===== config.mk =====
export PLATFORM = sky130hd
export DESIGN_NAME = tdm_frame_gen
export DESIGN_NICKNAME = d
export VERILOG_FILES = /design/src/rtl/tdm_frame_gen_pkg.sv /design/src/rtl/tdm_frame_gen_bclk_divider.sv /design/src/rtl/tdm_frame_gen.sv
export SDC_FILE = /design/constraint.sdc
export NUM_CORES = 1
export LEC_CHECK = 0
export CAP_MARGIN = 0
export CORE_ASPECT_RATIO = 0.7
export CORE_UTILIZATION = 56
export CTS_BUF_LIST = sky130_fd_sc_hd__clkbuf_4
export CTS_CLUSTER_DIAMETER = 50
export DETAILED_ROUTE_END_ITERATION = 8
export PLACE_DENSITY = 0.87
export RECOVER_POWER = 50
export SYNTH_ARGS = -nofsm -noshare
export SYNTH_HDL_FRONTEND = slang
export SYNTH_SLANG_ARGS = --single-unit

===== constraint.sdc =====
create_clock -name clk -period 3.3 [get_ports clk]
set_input_delay 0.33 -clock clk [delete_from_list [all_inputs] [get_ports clk]]
set_output_delay 0.33 -clock clk [all_outputs]
set_load 0.01 [all_outputs]

===== src/rtl/tdm_frame_gen_pkg.sv =====
// Shared constants, FSM encoding and slot-count decode for the TDM frame generator.
package tdm_frame_gen_pkg;

    localparam int unsigned TDM_SLOTS_2  = 2;
    localparam int unsigned TDM_SLOTS_4  = 4;
    localparam int unsigned TDM_SLOTS_8  = 8;
    localparam int unsigned TDM_SLOTS_16 = 16;

    localparam int unsigned TDM_NUM_W  = 5;
    localparam int unsigned SLOT_IDX_W = 4;
    localparam int unsigned BIT_IDX_W  = 5;

    typedef enum logic {
        ST_IDLE = 1'b0,
        ST_RUN  = 1'b1
    } state_e;

    typedef struct packed {
        logic [TDM_NUM_W-1:0] slots;
        logic                 legal;
    } slots_dec_t;

    // Illegal requests fall back to the 2-slot frame and are flagged.
    function automatic slots_dec_t decode_slots(input logic [TDM_NUM_W-1:0] tdm_num);
        slots_dec_t d;
        d.slots = TDM_NUM_W'(TDM_SLOTS_2);
        d.legal = 1'b0;
        case (tdm_num)
            TDM_NUM_W'(TDM_SLOTS_2),
            TDM_NUM_W'(TDM_SLOTS_4),
            TDM_NUM_W'(TDM_SLOTS_8),
            TDM_NUM_W'(TDM_SLOTS_16): begin
                d.slots = tdm_num;
                d.legal = 1'b1;
            end
            default: ;
        endcase
        return d;
    endfunction

endpackage


===== src/rtl/tdm_frame_gen_bclk_divider.sv =====
// BCLK half-period counter: toggles bclk every div_l+1 clk cycles while run is high.
module tdm_frame_gen_bclk_divider #(
    parameter int unsigned DIV_W = 8
) (
    input  logic             clk,
    input  logic             rst_n,
    input  logic             run,
    input  logic [DIV_W-1:0] div_l,
    output logic             bclk,
    output logic             bclk_rise,
    output logic             bclk_fall,
    output logic             fall_c
);

    logic [DIV_W-1:0] cnt;
    logic             tick_c;

    assign tick_c = run && (cnt == div_l);
    // Tells the parent that the coming edge is a bclk fall, so positions move with it.
    assign fall_c = tick_c && bclk;

    always_ff @(posedge clk or negedge rst_n) begin
        if (!rst_n) begin
            cnt       <= '0;
            bclk      <= 1'b0;
            bclk_rise <= 1'b0;
            bclk_fall <= 1'b0;
        end else if (!run) begin
            cnt       <= '0;
            bclk      <= 1'b0;
            bclk_rise <= 1'b0;
            bclk_fall <= 1'b0;
        end else begin
            bclk_rise <= tick_c && !bclk;
            bclk_fall <= tick_c && bclk;
            if (tick_c) begin
                cnt  <= '0;
                bclk <= ~bclk;
            end else begin
                cnt <= cnt + DIV_W'(1);
            end
        end
    end

endmodule


===== src/rtl/tdm_frame_gen.sv =====
// Master-mode TDM/I2S frame timing generator: FSM, bit/slot counters, config latch, fsync decode.
module tdm_frame_gen
    import tdm_frame_gen_pkg::*;
#(
    parameter int unsigned SLOT_BITS = 32,
    parameter int unsigned DIV_W     = 8
) (
    input  logic                  clk,
    input  logic                  rst_n,
    input  logic                  enable,
    input  logic [DIV_W-1:0]      bclk_div,
    input  logic [TDM_NUM_W-1:0]  tdm_num,
    input  logic                  fsync_mode,
    output logic                  bclk,
    output logic                  fsync,
    output logic                  bclk_rise,
    output logic                  bclk_fall,
    output logic [BIT_IDX_W-1:0]  bit_idx,
    output logic [SLOT_IDX_W-1:0] slot_idx,
    output logic                  frame_start,
    output logic                  running,
    output logic                  cfg_err
);

    localparam logic [BIT_IDX_W-1:0] LAST_BIT = BIT_IDX_W'(SLOT_BITS - 1);

    state_e                 state;
    state_e                 state_nx;
    logic [DIV_W-1:0]       div_l;
    logic [TDM_NUM_W-1:0]   slots_l;
    logic                   mode_l;
    slots_dec_t             dec;

    logic                   fall_c;
    logic                   run_c;
    logic                   last_slot_c;
    logic                   wrap_c;
    logic                   start_c;
    logic                   latch_c;
    logic [BIT_IDX_W-1:0]   bit_nx;
    logic [SLOT_IDX_W-1:0]  slot_nx;
    logic                   fsync_nx;
    logic                   frame_start_nx;
    logic                   running_nx;

    assign dec         = decode_slots(tdm_num);
    assign run_c       = (state == ST_RUN);
    assign last_slot_c = ({1'b0, slot_idx} == (slots_l - TDM_NUM_W'(1)));
    assign wrap_c      = fall_c && (bit_idx == LAST_BIT) && last_slot_c;
    // A new frame begins either from IDLE or at a wrap while still enabled.
    assign start_c     = enable && ((state == ST_IDLE) || wrap_c);

    tdm_frame_gen_bclk_divider #(
        .DIV_W (DIV_W)
    ) u_bclk_divider (
        .clk       (clk),
        .rst_n     (rst_n),
        .run       (run_c),
        .div_l     (div_l),
        .bclk      (bclk),
        .bclk_rise (bclk_rise),
        .bclk_fall (bclk_fall),
        .fall_c    (fall_c)
    );

    // State register.
    always_ff @(posedge clk or negedge rst_n) begin
        if (!rst_n) begin
            state <= ST_IDLE;
        end else begin
            state <= state_nx;
        end
    end

    // Next state: stopping is decided only at the frame wrap, so frames are never truncated.
    always_comb begin
        state_nx = state;
        case (state)
            ST_IDLE: if (enable) state_nx = ST_RUN;
            ST_RUN:  if (wrap_c && !enable) state_nx = ST_IDLE;
            default: state_nx = ST_IDLE;
        endcase
    end

    // Next values of the registered position/fsync outputs.
    always_comb begin
        bit_nx         = bit_idx;
        slot_nx        = slot_idx;
        fsync_nx       = fsync;
        frame_start_nx = 1'b0;
        latch_c        = 1'b0;
        running_nx     = (state_nx == ST_RUN);
        if (start_c) begin
            bit_nx         = '0;
            slot_nx        = '0;
            fsync_nx       = 1'b1;
            frame_start_nx = 1'b1;
            latch_c        = 1'b1;
        end else if (wrap_c) begin
            bit_nx   = '0;
            slot_nx  = '0;
            fsync_nx = 1'b0;
        end else if (fall_c) begin
            if (bit_idx == LAST_BIT) begin
                bit_nx  = '0;
                slot_nx = slot_idx + SLOT_IDX_W'(1);
            end else begin
                bit_nx = bit_idx + BIT_IDX_W'(1);
            end
            if (mode_l) begin
                fsync_nx = ({1'b0, slot_nx} < (slots_l >> 1));
            end else begin
                fsync_nx = (slot_nx == '0) && (bit_nx == '0);
            end
        end
    end

    // Output and configuration registers.
    always_ff @(posedge clk or negedge rst_n) begin
        if (!rst_n) begin
            bit_idx     <= '0;
            slot_idx    <= '0;
            fsync       <= 1'b0;
            frame_start <= 1'b0;
            running     <= 1'b0;
            cfg_err     <= 1'b0;
            div_l       <= '0;
            slots_l     <= '0;
            mode_l      <= 1'b0;
        end else begin
            bit_idx     <= bit_nx;
            slot_idx    <= slot_nx;
            fsync       <= fsync_nx;
            frame_start <= frame_start_nx;
            running     <= running_nx;
            if (latch_c) begin
                div_l   <= bclk_div;
                slots_l <= dec.slots;
                mode_l  <= fsync_mode;
                if (!dec.legal) cfg_err <= 1'b1;
            end
        end
    end

endmodule

==> flow_metrics.env <==
export IMPL_status="finished with violations"
export IMPL_violations="capacitance limit, slew limit"
export IMPL_die_y_um=54.5
export IMPL_r2r_end="div_l[3]"
export IMPL_synth_cell_types=48
export IMPL_drt_iter0_drc=88
export IMPL_setup_viol=0
export IMPL_worstSetupEndpointType="flip-flop"
export IMPL_grt_pass1_wl_um=7070
export IMPL_gr_total_overflow=0
export IMPL_finalCritPeriodShare=0.820
export IMPL_p_leak_nw=1.16
export IMPL_worst_setup_path_type="flip-flop to flip-flop"
export IMPL_final_area_sq_um=2610
export IMPL_post_cts_resized=0
export IMPL_slew_violations=39
export IMPL_critPathLaunchType="flip-flop"
export IMPL_worst_pin_slew_ns=1.95
export IMPL_cts_tree="yes"
export IMPL_reg2reg_depth=8
export IMPL_vias_per_cell=5.50
export IMPL_clock_path_buffers=2
export IMPL_min_period_ns=2.71
export IMPL_track_usage=0.228
export IMPL_routed_wirelength_um=4190
export IMPL_ys_flop_type="dfrtp_1"
export IMPL_drive_gt1_frac=0.114
export IMPL_areaGrowthSynthToFinish_pct=18.1
export IMPL_multi_input_area_sq_um=1150
export IMPL_yosysWarnings=0
export IMPL_firstDrtPassIters=4
export IMPL_dp_slack_ns=0.614
export IMPL_finalClockSkew_ns=0.0110
export IMPL_ioPinCount=33
export IMPL_num_antenna_cells=0
export IMPL_numPortBuffers=32
export IMPL_ys_seq_area_frac=0.431
export IMPL_reg2reg_setup_slack_ns=0.59
export IMPL_rsz0062_at_grt="no"
export IMPL_clkSinkCount=38
export IMPL_start_util=0.605
export IMPL_clock_fmax_mhz=369
export IMPL_power_mw=1.30
export IMPL_cts_setup_buffers=0
export IMPL_clkLatencyLatePin_ns=0.34
export IMPL_mostFrequentLayoutCells="dfrtp_1 (38), clkdlybuf4s50_1 (23), xor2_1 (18), nor2_1 (16), inv_1 (14)"
export IMPL_drcViolationCount=0
export IMPL_syn_area_per_cell_sq_um=10.6
export IMPL_fin_cells=295
export IMPL_die_x_um=77.0
export IMPL_placed_cells=287
export IMPL_fin_setup_tns_ns=0
export IMPL_vias=1622
export IMPL_cp_required_ns=3.53
export IMPL_nets=271
export IMPL_power_density_nw_per_um2=499
export IMPL_cap_violations=1
export IMPL_grt_max_degree=39
export IMPL_syn_inst=209
export IMPL_fillers=287
export IMPL_path_clk_slew_ns=0.12
export IMPL_final_common_cell="dfrtp_1"
export IMPL_regArea_sq_um=951
export IMPL_synth_seq_cells=38
export IMPL_rows=18
export IMPL_min_path_type="input pin to async pin"
export IMPL_grt_pass1_vias=1543
export IMPL_hpwl_um=3110
export IMPL_netlist_area_sq_um=2210
export IMPL_place_area_sq_um=2550
export IMPL_synth_nets=236
export IMPL_slew_headroom=-0.298
export IMPL_synth_edff_count=0
export IMPL_hold_viol=0
export IMPL_gp_congestion=0.857
export IMPL_antenna_found_initial=0
export IMPL_h_tree_depth=2
export IMPL_drtAntennaViolNets=0
export IMPL_crit_fanout=18
export IMPL_die_area_sq_um=4200
export IMPL_rr_startpoint="bit_idx[0]"
export IMPL_cts_root_buffer="clkbuf_4"
export IMPL_finalWorstSetupSlack_ns=0.593
export IMPL_core_area_sq_um=3650
export IMPL_cts_made_buffers=5
export IMPL_peakVddDrop_mv=0.490
export IMPL_cts_hold_buf=0
export IMPL_async_flop_share=1.00
export IMPL_worstPathArrival_ns=2.94
export IMPL_wl_per_cell_um=14.2
-- cells in the mapped netlist, drive strengths merged, types with 3 or more instances --
library cell | n | area (sq um)
nand3 | 9 | 45.0
nor2b | 3 | 18.8
and3 | 4 | 25.0
nor3 | 3 | 15.0
nor2 | 16 | 60.1
nor4 | 4 | 25.0
nand2b | 3 | 18.8
mux2 | 12 | 146
buf | 4 | 35.0
and2 | 10 | 62.6
nand2 | 7 | 26.3
o21ai | 3 | 15.0
dfrtp | 38 | 951
mux2i | 3 | 30.0
a211oi | 5 | 42.5
xnor2 | 7 | 68.8
inv | 15 | 61.3
xor2 | 18 | 158
a21o | 3 | 25.0
ha | 10 | 125
o21a | 5 | 37.5
a21oi | 5 | 25.0
-- layer usage --
| layer | GRT usage | wire (um) | up-vias | share of wire |
|---|---|---|---|---|
| li1 | - | - | 798 | - |
| met1 | 0.310 | 2050 | 770 | 0.49 |
| met2 | 0.371 | 1920 | 48 | 0.46 |
| met3 | 0.0467 | 158 | 6 | 0.038 |
| met4 | 0.0818 | 60 | 0 | 0.014 |
| met5 | 0 | 0 | - | 0 |
-- worst max-delay path by stage --
stage,start,cells after the start,end
after floorplan,bit_idx[0],10,div_l[7]
after global placement,bit_idx[0],8,div_l[3]
after detailed placement,bit_idx[0],8,div_l[3]
after CTS,bit_idx[0],8,div_l[3]
after global routing,bit_idx[0],8,slots_l[3]
final,bit_idx[0],8,div_l[3]
-- area by class of cell --
type                            instances  share of cell area
Tap cell                               50              0.0240
Inverter                               15              0.0235
Clock buffer                            5              0.0144
Sequential cell                        38               0.365
Clock inverter                          3             0.00624
Multi-Input combinational cell        151               0.443
Timing Repair Buffer                   33               0.123
-- state kept, by name, indices dropped and copies added (netlist names), 4 cells and up --
register	count
div_l	8
u_bclk_divider.cnt	8
bit_idx	5
slots_l	5
slot_idx	4
-- metrics by stage --
step / hold WS, ns / util
after floorplan: 0.0344 / -
after global placement: 0.459 / 0.700
after detailed placement: 0.474 / 0.700
after CTS: 0.0906 / 0.714
after global routing: 0.533 / 0.714
final: 0.501 / 0.714
-- report_power, final --
group | switching (mW) | internal (mW) | total, mW
clock | 0.156 | 0.0792 | 0.235
sequential | 0.117 | 0.558 | 0.675
combinational | 0.177 | 0.212 | 0.389
total | 0.450 | 0.849 | 1.30
-- worst max-delay path, cell delays in order (launching register included) --
cell and delay (ns):
dfrtp_1 0.46, ha_1 0.25, and3_1 0.20, ha_1 0.35, o211ai_1 0.17, a211oi_2 0.32
a41oi_4 0.26, inv_6 0.23, mux2_2 0.36
-- cells by family (layout without fill, tap and decap cells) --
family	after synthesis	count (layout)	synth area share
simple gates	69	69	0.168
mux	15	15	0.0800
compound gates	32	32	0.116
xor+xnor	25	25	0.103
buf+inv	20	56	0.0454
fa+ha+maj	10	10	0.0567
flops	38	38	0.431
No activity file was read; power rests on OpenSTA's default activity.
